## src/rtl/seq_divider_pkg.sv

```systemverilog
// Shared constants for the integer datapath: ALU/divider funct codes and divider FSM states.
// Also provides the two's-complement negation helper used for sign handling.
package seq_divider_pkg;

   localparam int unsigned WIDTH = 32;

   localparam logic [5:0] AND  = 6'b100100;
   localparam logic [5:0] OR   = 6'b100101;
   localparam logic [5:0] ADD  = 6'b100000;
   localparam logic [5:0] SUB  = 6'b100010;
   localparam logic [5:0] SLT  = 6'b101010;
   localparam logic [5:0] DIV  = 6'b011010;
   localparam logic [5:0] DIVU = 6'b011011;

   typedef enum logic [1:0] {IDLE, CALC, DONE} state_t;

   function automatic logic [WIDTH-1:0] negate(input logic [WIDTH-1:0] x);
      return ~x + 1'b1;
   endfunction

endpackage

```

## src/rtl/seq_divider_if.sv

```systemverilog
// Request/result bundle between the datapath controller (master) and the divider (slave).
interface seq_divider_if;
   import seq_divider_pkg::*;

   logic             start;
   logic [5:0]       Signal;
   logic [WIDTH-1:0] dataA;
   logic [WIDTH-1:0] dataB;
   logic             busy;
   logic             done;
   logic [WIDTH-1:0] quotient;
   logic [WIDTH-1:0] remainder;
   logic             div_zero;

   modport master (
      output start, Signal, dataA, dataB,
      input  busy, done, quotient, remainder, div_zero
   );

   modport slave (
      input  start, Signal, dataA, dataB,
      output busy, done, quotient, remainder, div_zero
   );

endinterface

```

## src/rtl/seq_divider_div_step.sv

```systemverilog
// One combinational restoring-division iteration: shift in the next dividend bit,
// trial-subtract the divisor and keep the difference only when it is non-negative.
module seq_divider_div_step
   import seq_divider_pkg::*;
(
   input  logic [WIDTH:0]   prem,
   input  logic             msb,
   input  logic [WIDTH-1:0] divisor,
   output logic [WIDTH:0]   prem_next,
   output logic             qbit
);

   logic [WIDTH+1:0] shifted;
   logic [WIDTH:0]   diff;

   always_comb begin
      shifted   = {prem, msb};
      diff      = shifted[WIDTH:0] - {1'b0, divisor};
      qbit      = (shifted >= {2'b00, divisor});
      prem_next = qbit ? diff : shifted[WIDTH:0];
   end

endmodule

```

## src/rtl/seq_divider.sv

```systemverilog
// Iterative 32-bit DIV/DIVU unit: one quotient bit per clock on magnitudes,
// signs re-applied when the last step registers the results.
module seq_divider
   import seq_divider_pkg::*;
(
   input  logic         clk,
   input  logic         reset,
   seq_divider_if.slave bus
);

   localparam int unsigned CW = $clog2(WIDTH);

   state_t           state;
   logic [CW-1:0]    count;
   logic [WIDTH:0]   prem;
   logic [WIDTH-1:0] dvd, dvs, quot_r, rem_r;
   logic             neg_q, neg_r, busy_r, done_r, dz_r;

   logic             is_div, accept, sign_a, sign_b, qbit;
   logic [WIDTH-1:0] abs_a, abs_b, q_fin, r_fin;
   logic [WIDTH:0]   prem_next;

   assign is_div = (bus.Signal == DIV);
   assign accept = bus.start && (is_div || (bus.Signal == DIVU));
   assign sign_a = is_div & bus.dataA[WIDTH-1];
   assign sign_b = is_div & bus.dataB[WIDTH-1];
   assign abs_a  = sign_a ? negate(bus.dataA) : bus.dataA;
   assign abs_b  = sign_b ? negate(bus.dataB) : bus.dataB;

   // dvd doubles as the quotient shift register: dividend bits leave the top, quotient bits enter.
   assign q_fin  = {dvd[WIDTH-2:0], qbit};
   assign r_fin  = prem_next[WIDTH-1:0];

   seq_divider_div_step u_step (
      .prem      (prem),
      .msb       (dvd[WIDTH-1]),
      .divisor   (dvs),
      .prem_next (prem_next),
      .qbit      (qbit)
   );

   always_ff @(posedge clk or negedge reset) begin
      if (!reset) begin
         state  <= IDLE;
         count  <= '0;
         prem   <= '0;
         dvd    <= '0;
         dvs    <= '0;
         neg_q  <= 1'b0;
         neg_r  <= 1'b0;
         busy_r <= 1'b0;
         done_r <= 1'b0;
         dz_r   <= 1'b0;
         quot_r <= '0;
         rem_r  <= '0;
      end else begin
         case (state)
            IDLE: begin
               if (accept) begin
                  busy_r <= 1'b1;
                  if (bus.dataB == '0) begin
                     quot_r <= '1;
                     rem_r  <= bus.dataA;
                     dz_r   <= 1'b1;
                     state  <= DONE;
                  end else begin
                     dvd   <= abs_a;
                     dvs   <= abs_b;
                     neg_q <= sign_a ^ sign_b;
                     neg_r <= sign_a;
                     prem  <= '0;
                     count <= CW'(WIDTH - 1);
                     state <= CALC;
                  end
               end
            end
            CALC: begin
               prem  <= prem_next;
               dvd   <= q_fin;
               count <= count - 1'b1;
               if (count == '0) begin
                  quot_r <= neg_q ? negate(q_fin) : q_fin;
                  rem_r  <= neg_r ? negate(r_fin) : r_fin;
                  dz_r   <= 1'b0;
                  done_r <= 1'b1;
                  state  <= DONE;
               end
            end
            DONE: begin
               // Divide-by-zero enters with done low so its pulse lands one cycle after acceptance.
               if (!done_r) begin
                  done_r <= 1'b1;
               end else begin
                  done_r <= 1'b0;
                  busy_r <= 1'b0;
                  state  <= IDLE;
               end
            end
            default: state <= IDLE;
         endcase
      end
   end

   assign bus.busy      = busy_r;
   assign bus.done      = done_r;
   assign bus.quotient  = quot_r;
   assign bus.remainder = rem_r;
   assign bus.div_zero  = dz_r;

endmodule
```

## src/flat_wrapper.sv

```systemverilog
// flat-port wrapper written by rule: the top's interface ports become plain ports
module seq_divider_flat import seq_divider_pkg::*;
  (clk, reset, bus_start, bus_Signal, bus_dataA, bus_dataB, bus_busy, bus_done, bus_quotient, bus_remainder, bus_div_zero);
  seq_divider_if bus_i ();
  input  logic clk;
  input  logic reset;
  input wire logic [$bits(bus_i.start)-1:0] bus_start;
  input wire logic [$bits(bus_i.Signal)-1:0] bus_Signal;
  input wire logic [$bits(bus_i.dataA)-1:0] bus_dataA;
  input wire logic [$bits(bus_i.dataB)-1:0] bus_dataB;
  output wire logic [$bits(bus_i.busy)-1:0] bus_busy;
  output wire logic [$bits(bus_i.done)-1:0] bus_done;
  output wire logic [$bits(bus_i.quotient)-1:0] bus_quotient;
  output wire logic [$bits(bus_i.remainder)-1:0] bus_remainder;
  output wire logic [$bits(bus_i.div_zero)-1:0] bus_div_zero;
  assign bus_i.start = bus_start;
  assign bus_i.Signal = bus_Signal;
  assign bus_i.dataA = bus_dataA;
  assign bus_i.dataB = bus_dataB;
  assign bus_busy = bus_i.busy;
  assign bus_done = bus_i.done;
  assign bus_quotient = bus_i.quotient;
  assign bus_remainder = bus_i.remainder;
  assign bus_div_zero = bus_i.div_zero;
  seq_divider u_core (.clk(clk), .reset(reset), .bus(bus_i));
endmodule
```

## config.mk

```make
export PLATFORM = sky130hd
export DESIGN_NAME = seq_divider_flat
export DESIGN_NICKNAME = d
export VERILOG_FILES = /design/src/rtl/seq_divider_pkg.sv /design/src/rtl/seq_divider_if.sv /design/src/rtl/seq_divider_div_step.sv /design/src/rtl/seq_divider.sv /design/src/flat_wrapper.sv
export SDC_FILE = /design/constraint.sdc
export NUM_CORES = 1
export LEC_CHECK = 0
export ABC_AREA = 1
export CAP_MARGIN = 20
export CORE_UTILIZATION = 30
export DETAILED_ROUTE_END_ITERATION = 10
export GPL_ROUTABILITY_DRIVEN = 0
export PLACE_DENSITY_LB_ADDON = 0.1
export SETUP_SLACK_MARGIN = 0.05
export SYNTH_ARGS = -nofsm -noshare
export SYNTH_HDL_FRONTEND = slang
export SYNTH_SLANG_ARGS = --single-unit
```

## constraint.sdc

```tcl
create_clock -name clk -period 4.3 [get_ports clk]
set_input_delay 0.86 -clock clk [delete_from_list [all_inputs] [get_ports clk]]
set_output_delay 0.86 -clock clk [all_outputs]
set_load 0.03 [all_outputs]
```

==> Word level (Yosys, flattened, before mapping) <==
Index checks and enable logic that the tools add are counted.
{ "op_classes": {"n_addsub": 6, "n_mul": 0, "div": 0, "order_cmp": 1, "eq_ne": 9, "n_shift": 0, "muxes": 37, "bitwise_logic": 8, "n_reduce_logical": 14} }
{ "op_table": {"columns": ["cell", "count"], "rows": [
  ["32-bit 2-to-1 mux", 12],
  ["32-bit case mux with 2 select lines", 3],
  ["32-bit by 1-bit adder with 32-bit output, second input constant", 4],
  ["32-bit NOT", 4],
  ["33-bit 2-to-1 mux", 3],
  ["33-bit case mux with 2 select lines", 1],
  ["34-bit by 32-bit greater-or-equal comparator with 1-bit output", 1],
  ["33-bit by 32-bit subtractor with 33-bit output", 1],
  ["32-bit zero test", 1],
  ["6-bit by 5-bit equality test with 1-bit output, second input constant", 2],
  ["3-bit AND reduction", 4],
  ["5-bit 2-to-1 mux", 2],
  ["5-bit case mux with 2 select lines", 1],
  ["2-bit 2-to-1 mux", 4],
  ["2-bit by 1-bit != test with 1-bit output, second input constant", 4],
  ["1-bit 2-to-1 mux", 7],
  ["1-bit case mux with 2 select lines", 3],
  ["2-bit case mux with 3 select lines", 1],
  ["2-bit nonzero test", 3],
  ["5-bit zero test", 1],
  ["5-bit by 1-bit subtractor with 5-bit output, second input constant", 1],
  ["4-bit AND reduction", 1],
  ["1-bit AND", 2],
  ["2-bit by 1-bit equality test with 1-bit output, second input constant", 1],
  ["8 further kinds", 8]
]} }
{ "totals": {"register_bits": 173, "latch_bits": 0, "mem_bits_rw": 0, "rom_bits": 0, "input_bits": 73, "out_inout_bits": 67, "word_cells": 87, "mem_count": 0} }

==> Longest topological paths before layout <==
Gate-level depths: netlist of the first run.
{ "depth": {"depth_word": 7, "depth_mapped": 26, "mapped_depth_nobuf": 26} }

==> Cells and area by module <==
Synthesis of the first run repeated with hierarchy kept, for this count alone.
{ "hier_totals": {"hier_cells": 2359, "hier_area_um2": 14290.0} }
{ "modules_own_cells": {"columns": ["module", "instances", "cells_per_inst", "area_each_um2", "seq_area_each_um2"], "rows": [
  ["seq_divider", 1, 1662, 11011.8, 4329.2],
  ["seq_divider_div_step", 1, 697, 3278.1, 0.0]
]} }

==> Worst setup path before layout of the first run <==
No wires, ideal clock.
{ "synth_timing": {"kind": "register -> register", "startpoint": "register u_core.dvd[31]", "endpoint": "register u_core.quot_r[28], in the netlist u_core.bus.quotient[28]", "setup_time_ns": 0.122, "arrival_ns": 3.411, "t_required_ns": 4.178, "path_slack_ns": 0.767, "stages_incl_launch_ff": 25, "n_path_buf": 1, "period_less_slack_ns": 3.533, "path_cell_list": "dfrtp_1 > inv_1 > ha_1 > inv_1 > fa_1 > nand3_1 > nand3_2 > nand2_2 > nand2_4 > nand3_4 > nand2_8 > buf_6 > inv_1 > ha_1 > nand4_1 > nor3_1 > nand3_1 > nor2_1 > nand4_1 > nor2_1 > nand4_1 > o21ai_0 > nor2_1 > nor2_1 > a21oi_1"} }
{ "synth_between": {"elab_chain_cells": 6} }
{ "synth_rtl": {"columns": ["element", "line", "text"], "rows": [
  ["start: declaration", "seq_divider.sv:16", "logic [WIDTH-1:0] dvd, dvs, quot_r, rem_r;"],
  ["start signal: assignment", "seq_divider.sv:67", "dvd <= abs_a;"],
  ["start signal: assignment", "seq_divider.sv:79", "dvd <= q_fin;"],
  ["34-bit by 32-bit greater-or-equal comparator with 1-bit output", "seq_divider_div_step.sv:19", "qbit = (shifted >= {2'b00, divisor});"],
  ["32-bit NOT", "seq_divider_pkg.sv:18", "return ~x + 1'b1;"],
  ["32-bit by 1-bit adder with 32-bit output", "seq_divider_pkg.sv:18", null],
  ["32-bit 2-to-1 mux", "seq_divider.sv:82", "quot_r <= neg_q ? negate(q_fin) : q_fin;"],
  ["32-bit 2-to-1 mux", "seq_divider.sv:81", "if (count == '0) begin"],
  ["32-bit case mux with 2 select lines", "seq_divider.sv:57", "case (state)"],
  ["end signal: assignment", "seq_divider.sv:82", null],
  ["end: declaration", "seq_divider.sv:16", null]
]} }
No other way between the ends. The select of a mux whose other input is x is not followed.
A chain may end at the register's enable or synchronous reset.

==> Worst setup path after layout of the first run <==
{ "layout_timing": {"startpoint": "register u_core.prem[12]", "endpoint": "register u_core.quot_r[28], in the netlist u_core.bus.quotient[28]"} }
{ "layout_between": {"elab_chain_cells": 6} }
{ "layout_rtl": {"columns": ["element", "line", "text"], "rows": [
  ["start: declaration", "seq_divider.sv:15", "logic [WIDTH:0] prem;"],
  ["start signal: assignment", "seq_divider.sv:78", "prem <= prem_next;"],
  ["34-bit by 32-bit greater-or-equal comparator with 1-bit output", "seq_divider_div_step.sv:19", null],
  ["32-bit NOT", "seq_divider_pkg.sv:18", null],
  ["32-bit by 1-bit adder with 32-bit output", "seq_divider_pkg.sv:18", null],
  ["32-bit 2-to-1 mux", "seq_divider.sv:82", null],
  ["32-bit 2-to-1 mux", "seq_divider.sv:81", null],
  ["32-bit case mux with 2 select lines", "seq_divider.sv:57", null]
]} }
No other way between the ends. The select of a mux whose other input is x is not followed.

==> results of run 1 <==
## cell families after synthesis
| family | synth area share |
|---|---|
| AO/OA/AOI/OAI | 0.1468 |
| XOR/XNOR | 0.03248 |
| adder cells (fa/ha/maj) | 0.03675 |
| buffers and inverters | 0.1054 |
| flip-flops | 0.3211 |
| AND/OR/NAND/NOR | 0.3575 |
## power by group through the flow
stage	clock (mW)	combinational [mW]	sequential (mW)
after global placement	0	10.6	2.85
final	1.75	10.7	2.84
after global routing	1.85	11.9	2.91
after CTS	1.79	10.7	2.83
after floorplan	0	7.22	3.00
after detailed placement	0	10.7	2.86
## sequential cells by signal (all words and copies together) (netlist names)
name,cells
u_core.bus.quotient,32
u_core.dvd,32
u_core.bus.busy,1
u_core.neg_q,1
u_core.count,5
u_core.bus.remainder,32
u_core.neg_r,1
u_core.bus.done,1
u_core.dvs,32
u_core.state,2
u_core.prem,33
u_core.bus.div_zero,1
## layout by cell type (no fill, tap or decap), types with 4 or more instances in the layout
cell type / count
nand2_1: 609
nand4_1: 22
buf_4: 30
a22oi_1: 8
a21oi_1: 90
nor4_1: 16
nor3_1: 26
inv_2: 14
o21ai_1: 14
nand3_1: 164
nand3b_1: 4
nand2_2: 23
o22ai_1: 10
or2_2: 4
xnor2_1: 11
nor2_2: 14
clkbuf_16: 17
inv_1: 273
clkdlybuf4s50_1: 138
a31oi_1: 12
nor2_1: 207
dfrtp_1: 173
o221ai_1: 15
o21ai_0: 175
o211ai_1: 14
xor2_1: 39
ha_1: 38
## critical path: cells and delay by family (launching register included)
family / cells / cell delay (ns)
flops: 1 / 0.44
simple gates: 17 / 2.18
fa+ha+maj: 2 / 0.59
compound gates: 2 / 0.35
buf+inv: 3 / 0.20
## layout make-up
cell class,count,share of cell area
Timing Repair Buffer,172,0.1031
Sequential cell,173,0.2671
Clock buffer,20,0.02817
Clock inverter,12,0.01088
Tap cell,592,0.04570
Inverter,289,0.06708
Multi-Input combinational cell,1557,0.4780
## worst min-delay path by stage
stage	start	to	slack, ns	depth (start not counted)
after floorplan	u_core.dvs[10]	u_core.dvs[10]	0.45	2
after global placement	u_core.bus.remainder[7]	u_core.bus.remainder[7]	0.47	2
after detailed placement	u_core.dvs[13]	u_core.dvs[13]	0.48	2
after CTS	reset	u_core.prem[5]	0.47	1
after global routing	reset	u_core.prem[5]	0.48	1
final	reset	u_core.prem[5]	0.40	1
## metrics by stage
step / power, mW / instance area [µm²] / utilization
after floorplan: 10.22 / 13480 / -
after global placement: 13.49 / 15570 / 0.3513
after detailed placement: 13.51 / 15570 / 0.3513
after CTS: 15.32 / 16200 / 0.3656
after global routing: 16.69 / 16210 / 0.3658
final: 15.24 / 16210 / 0.3658
## repair_timing
item / CTS / global route
gates resized for setup: 0 / 2
buffers inserted: 0 / 0
setup endpoints to repair: 0 / 4
## layer usage
metal | global-route usage | vias to the layer above
met5 | 0 | -
met3 | 0.04208 | 51
li1 | - | 7004
met2 | 0.3449 | 345
met1 | 0.3066 | 6543
met4 | 0.06571 | 0
==> flow_metrics.env, run 1 <==
export IMPL_run_status="completed"
export IMPL_crit_arrival_ns=4.24
export IMPL_tritoncts="built"
export IMPL_wl_met3_um=2225
export IMPL_startpoint_type="register"
export IMPL_wire_length_of_the_first_global_routing_pass_um=77760
export IMPL_yosys_warnings=0
export IMPL_rows=77
export IMPL_worst_setup_skew_after_layout_ns=0.01427
export IMPL_timing_final_hold_violations=0
export IMPL_post_placement_cell_count=2783
export IMPL_firstDrtPassIters=5
export IMPL_clkSlewWorstSetupHoldPaths_ns=0.07
export IMPL_crit_reg2reg_capture="u_core.bus.quotient[28]"
export IMPL_final_max_slew_violation_count=0
export IMPL_timing_critical_path_mode_cell="nor2_1"
export IMPL_via_count_of_the_first_global_routing_pass=13471
export IMPL_cap_viol_max_count=0
export IMPL_clkSinkCount=173
export IMPL_netlist_cell_type_count=57
export IMPL_cpMaxStageDelayCell="dfrtp_1"
export IMPL_drt_first_iter_violations=1072
export IMPL_cp_data_required_time_ns=4.69
export IMPL_detail_route_wl_per_cell_um=17.52
export IMPL_fp_dieH_um=214.0
export IMPL_finish_cell_count_without_fillers=2815
export IMPL_synthArstFlopShare=1.000
export IMPL_ff2ff_path_depth=24
export IMPL_synthDominantAreaCellType="dfrtp_1"
export IMPL_holdBufCountCts=0
export IMPL_power_switching_share=0.5738
export IMPL_worstMarginPinSlew_ns=1.062
export IMPL_route_top_layer_used="met4"
export IMPL_vias=13943
export IMPL_holdWs_ns=0.4048
export IMPL_flops_latches_synth=173
export IMPL_synth_top_cells_by_count="nand2_1, inv_1, nor2_1"
export IMPL_number_of_antenna_violations_at_the_first_check_in_global_routing=1
export IMPL_ys_dominant_reg_cell="dfrtp_1"
export IMPL_final_setup_viol_count=0
export IMPL_antenna_diode_count=0
export IMPL_area_growth_pct=20.22
export IMPL_sequential_cell_area_fraction_in_the_yosys_report=0.3211
export IMPL_final_setup_tns_ns=0
export IMPL_internal_power_mw=6.496
export IMPL_final_setup_worst_slack_ns=0.4501
export IMPL_total_leakage_power_nw=7.722
export IMPL_post_synth_instance_area_um2=13480
export IMPL_place_worst_setup_slack_ns=0.08642
export IMPL_ioPinCount=140
export IMPL_metal1_wirelength_um=24100
export IMPL_met2RoutedLength_um=22010
export IMPL_synthCells=2091
export IMPL_final_antenna_net_count=0
export IMPL_top_count_cell_post_synth="nand2_1"
export IMPL_gr_total_overflow=0
export IMPL_worst_r2r_setup_slack_ns=0.45
export IMPL_finalCritPeriodShare=0.8953
export IMPL_clk_root_buffer_cell="clkbuf_16"
export IMPL_fill_cells=4928
export IMPL_synth_top_cells_by_area="dfrtp_1, nand2_1, inv_1"
export IMPL_timing_critical_path_cells="ha_1 > nand2_1 > inv_2 > nand2_2 > inv_2 > nand2_1 > nor2_1 > nand2_1 > nand3b_4 > nor2_8 > nand2_8 > inv_1 > ha_1 > nand4_1 > nor3_2 > nand3_1 > nor2_1 > nand4_1 > nor2_1 > nand4_1 > o21ai_0 > nor2_1 > nor2_1 > a21oi_1"
export IMPL_viasPerCell=4.953
export IMPL_period_needed_ns=3.850
export IMPL_die_width_um=214.0
export IMPL_route_final_wire_length_um=49320
export IMPL_initial_core_utilization=0.3042
export IMPL_dp_hpwl_um=38050
export IMPL_grt_use_total=0.2206
export IMPL_worst_skew_pair_late_latency_ns=0.51
export IMPL_share_of_the_synthesized_area_in_the_top_cell_type=0.3211
export IMPL_sequential_cell_area_um2=4329
export IMPL_ctsLongestPathBuffers=2
export IMPL_critical_path_reg2reg_startpoint="u_core.prem[12]"
export IMPL_core_region_area_um2=44320
export IMPL_worstSetupPathType="register to register"
export IMPL_syn_area_per_cell_um2=6.448
export IMPL_mappedNetlistNets=2203
export IMPL_combinational_power_share=0.699
export IMPL_seqPwrFrac=0.186
export IMPL_setup_worst_path_start="u_core.prem[12]"
export IMPL_max_stage_delay_ns=0.44
export IMPL_worst_setup_path_end_kind="register"
export IMPL_drc_errors=0
export IMPL_final_nets=2322
export IMPL_portBuffers=139
export IMPL_relSlewSlack=0.2917
export IMPL_area_of_combinational_cells_with_multiple_inputs_um2=7747
export IMPL_synth_edf_count=0
export IMPL_fraction_of_layout_cells_with_a_size_suffix_above_1=0.06523
export IMPL_pwr_density_cell_nw_per_um2=940.3
export IMPL_cts_inserted_buffers=17
export IMPL_p_clk_frac=0.115
export IMPL_max_clock_freq_ghz=0.2598
export IMPL_crit_path_end="u_core.bus.quotient[28]"
export IMPL_critical_path_max_fanout=4
export IMPL_rsz0062_at_grt="true"
export IMPL_classification_of_the_worst_slack_hold_path="input port to async pin"
export IMPL_peakVddDrop_mv=0.3836
export IMPL_die_area_um2=45790
export IMPL_cts_htree_levels=4
export IMPL_maximum_number_of_pins_on_one_net_before_global_route_repair=98
export IMPL_power_switching_mw=8.745
No activity file was read; power rests on OpenSTA's default activity.
==> inputs of run 2 (changes only) <==
SKIP_LAST_GASP = 1   (was not set)
==> results of run 2 <==
Same layout as run 1: the final DEF is identical, and so are final timing and power.
==> inputs of run 3 (changes only) <==
ABC_AREA = 0   (was 1)
GPL_TIMING_DRIVEN = 0   (was not set)
SLEW_MARGIN = 20   (was not set)
==> run 3 against run 2 <==
Against the previous run: sequential power grew 3%; die area decreased by 7.7%; utilization up 2.9 points; via count shrank 11%; synthesized cell count fell by 25%; setup slack lost 1.7 ns; cell count decreased by 18%; the flow now finishes with violations (negative setup slack); power shrank 16%.
==> flow_metrics.env, run 3 <==
export IMPL_grt_use_total=0.2287
export IMPL_critical_path_max_fanout=6
export IMPL_top_count_cell_post_synth="nand2_1"
export IMPL_holdWs_ns=0.2529
export IMPL_share_of_the_synthesized_area_in_the_top_cell_type=0.3481
export IMPL_path_delay_family="simple AND/OR/NAND/NOR gates"
export IMPL_yosys_warnings=0
export IMPL_timing_final_hold_violations=0
export IMPL_core_region_area_um2=40830
export IMPL_rows=74
export IMPL_final_setup_viol_count=16
export IMPL_timing_critical_path_cells="inv_2 > ha_4 > inv_2 > fa_2 > a21o_1 > a221o_2 > and2_4 > o311a_4 > or2_1 > buf_6 > buf_12 > clkinv_8 > buf_12 > mux2i_4 > ha_4 > or4b_4 > or3_4 > nor3_4 > a41oi_2 > or3b_4 > nor3_4 > a21oi_1 > xnor2_1 > a221o_1"
export IMPL_fp_dieH_um=205.6
export IMPL_flops_latches_synth=173
export IMPL_clkSinkCount=173
export IMPL_pwr_density_cell_nw_per_um2=796.3
export IMPL_finish_instance_area_um2=16130
export IMPL_placedInstanceArea_um2=14610
export IMPL_cpMaxStageDelayCell="or4b_4"
export IMPL_most_common_cell_after_layout_fill_and_taps_aside="nand2_1"
export IMPL_finalCritPeriodShare=1.292
export IMPL_critical_path_reg2reg_startpoint="u_core.dvd[31]"
export IMPL_drt_first_iter_violations=860
export IMPL_max_stage_delay_ns=0.48
export IMPL_antenna_diode_count=0
export IMPL_initial_core_utilization=0.3046
export IMPL_peakVddDrop_mv=0.3183
export IMPL_worstMarginPinSlew_ns=1.204
export IMPL_total_leakage_power_nw=6.498
export IMPL_route_final_wire_length_um=48010
export IMPL_ff2ff_path_depth=24
export IMPL_tritoncts="built"
export IMPL_post_synth_instance_area_um2=12440
export IMPL_max_clock_freq_ghz=0.1801
export IMPL_wire_length_of_the_first_global_routing_pass_um=72460
export IMPL_die_area_um2=42280
export IMPL_portBuffers=139
export IMPL_vias=12386
export IMPL_final_setup_worst_slack_ns=-1.254
export IMPL_area_growth_pct=29.68
export IMPL_commonest_cells_after_routing_fill_and_taps_aside="nand2_1, dfrtp_1, o21ai_0"
export IMPL_drc_errors=0
export IMPL_worst_setup_skew_after_layout_ns=0.01359
export IMPL_worstSetupPathType="register to register"
export IMPL_post_route_util=0.3950
export IMPL_final_nets=1886
export IMPL_netlist_cell_type_count=77
export IMPL_regMostFlops="u_core.prem"
export IMPL_number_of_antenna_violations_at_the_first_check_in_global_routing=0
export IMPL_dp_hpwl_um=36920
export IMPL_classification_of_the_worst_slack_hold_path="input port to async pin"
export IMPL_firstDrtPassIters=6
export IMPL_final_max_slew_violation_count=0
export IMPL_violated_checks="negative setup slack"
export IMPL_worst_setup_path_end_kind="register"
export IMPL_gr_total_overflow=0
export IMPL_worst_skew_pair_late_latency_ns=0.46
export IMPL_startpoint_type="register"
export IMPL_worst_r2r_setup_slack_ns=-1.25
export IMPL_ctsLongestPathBuffers=2
export IMPL_synthCells=1578
export IMPL_sequential_cell_area_fraction_in_the_yosys_report=0.3481
export IMPL_syn_area_per_cell_um2=7.881
export IMPL_ioPinCount=140
export IMPL_die_width_um=205.6
export IMPL_clkSlewWorstSetupHoldPaths_ns=0.08
export IMPL_viasPerCell=5.343
export IMPL_fraction_of_layout_cells_with_a_size_suffix_above_1=0.1086
export IMPL_cp_data_required_time_ns=4.64
export IMPL_run_status="finished with violations"
export IMPL_cts_htree_levels=4
export IMPL_p_total_mw=12.84
export IMPL_final_antenna_net_count=0
export IMPL_relSlewSlack=0.1941
export IMPL_holdBufCountCts=0
export IMPL_timing_critical_path_buf_inv=6
export IMPL_synth_top_cells_by_count="nand2_1, o21ai_0, dfrtp_1"
export IMPL_cts_inserted_buffers=17
export IMPL_ys_dominant_reg_cell="dfrtp_1"
export IMPL_synth_top_cells_by_area="dfrtp_1, o21ai_0, nand2_1"
export IMPL_synthDominantAreaCellType="dfrtp_1"
export IMPL_synth_edf_count=0
export IMPL_detail_route_wl_per_cell_um=20.71
export IMPL_via_count_of_the_first_global_routing_pass=12084
export IMPL_synthArstFlopShare=1.000
export IMPL_clk_root_buffer_cell="clkbuf_16"
export IMPL_maximum_number_of_pins_on_one_net_before_global_route_repair=80
export IMPL_crit_arrival_ns=5.90
export IMPL_cap_viol_max_count=0
export IMPL_largest_register_ff_count=33
export IMPL_period_needed_ns=5.554
export IMPL_crit_reg2reg_capture="u_core.bus.remainder[24]"
export IMPL_mappedNetlistNets=1690
export IMPL_place_worst_setup_slack_ns=-2.255
export IMPL_rsz0062_at_grt="true"
[run 3: changes by cell type after synthesis, sizes merged, moves of 18 or more]
cell and change:
or3 +26, nand2 -419, mux2i +18, inv -224, nand3 -146, xnor2 +51
o31ai +23, xor2 +34, nor2 -83, a21oi +55, a21o +18
[run 3: stage by stage]
step,setup TNS [ns],std cells
floorplan,-9.299,1578
detailed placement,-188.58,2251
CTS,-11.90,2304
global placement,-1178.15,2249
global route,-14.68,2318
finish,-12.32,2318
[run 3: layout make-up]
cell class | instances | area, µm²
Fill cell | 4250 | 24700
Multi-Input combinational cell | 1252 | 8009
Sequential cell | 173 | 4329
Timing Repair Buffer | 184 | 1818
Tap cell | 532 | 665.6
Buffer | 83 | 469.2
Clock buffer | 20 | 456.7
Inverter | 63 | 249.0
Clock inverter | 11 | 131.4
[run 3: metal layers]
layer | part of all wire | up-vias | routed length [µm] | GRT usage
met5 | 0 | - | 0 | 0
met4 | 0.029 | 0 | 1400 | 0.07698
met3 | 0.052 | 80 | 2495 | 0.03326
met2 | 0.49 | 354 | 23360 | 0.3948
met1 | 0.43 | 5934 | 20750 | 0.2898
li1 | - | 6018 | - | -
[run 3: report_power, final]
part           internal [mW]  switching, mW
clock network          0.893          0.744
registers               2.23          0.695
logic                   3.22           5.06
[run 3: logic make-up (layout without fill, tap and decap cells)]
logic type	count (synthesis)	after routing	share of synthesized area
AO/OA/AOI/OAI	513	513	0.2498
XOR/XNOR	135	135	0.09507
adder cells (fa/ha/maj)	39	39	0.03984
buffers and inverters	153	361	0.04930
flip-flops	173	173	0.3481
multiplexers	21	21	0.01720
AND/OR/NAND/NOR	544	544	0.2007
[run 3: repair_timing]
item,in CTS,in global routing
pin swaps,22,31
setup endpoints to repair,160,125
buffers inserted,23,21
hold endpoints to repair,0,0
gates resized for setup,83,77
[run 3: how the worst max path moves through the flow]
stage	cells past startpoint	from	slack, ns	endpoint
after global placement	1	reset	-5.36	u_core.dvs[29]
after detailed placement	22	u_core.prem[19]	-2.25	u_core.bus.remainder[24]
final	24	u_core.dvd[31]	-1.25	u_core.bus.remainder[24]
after CTS	24	u_core.dvd[31]	-1.17	u_core.bus.remainder[26]
after floorplan	24	u_core.dvd[31]	-1.12	u_core.bus.remainder[26]
after global routing	24	u_core.dvd[31]	-1.38	u_core.bus.remainder[26]
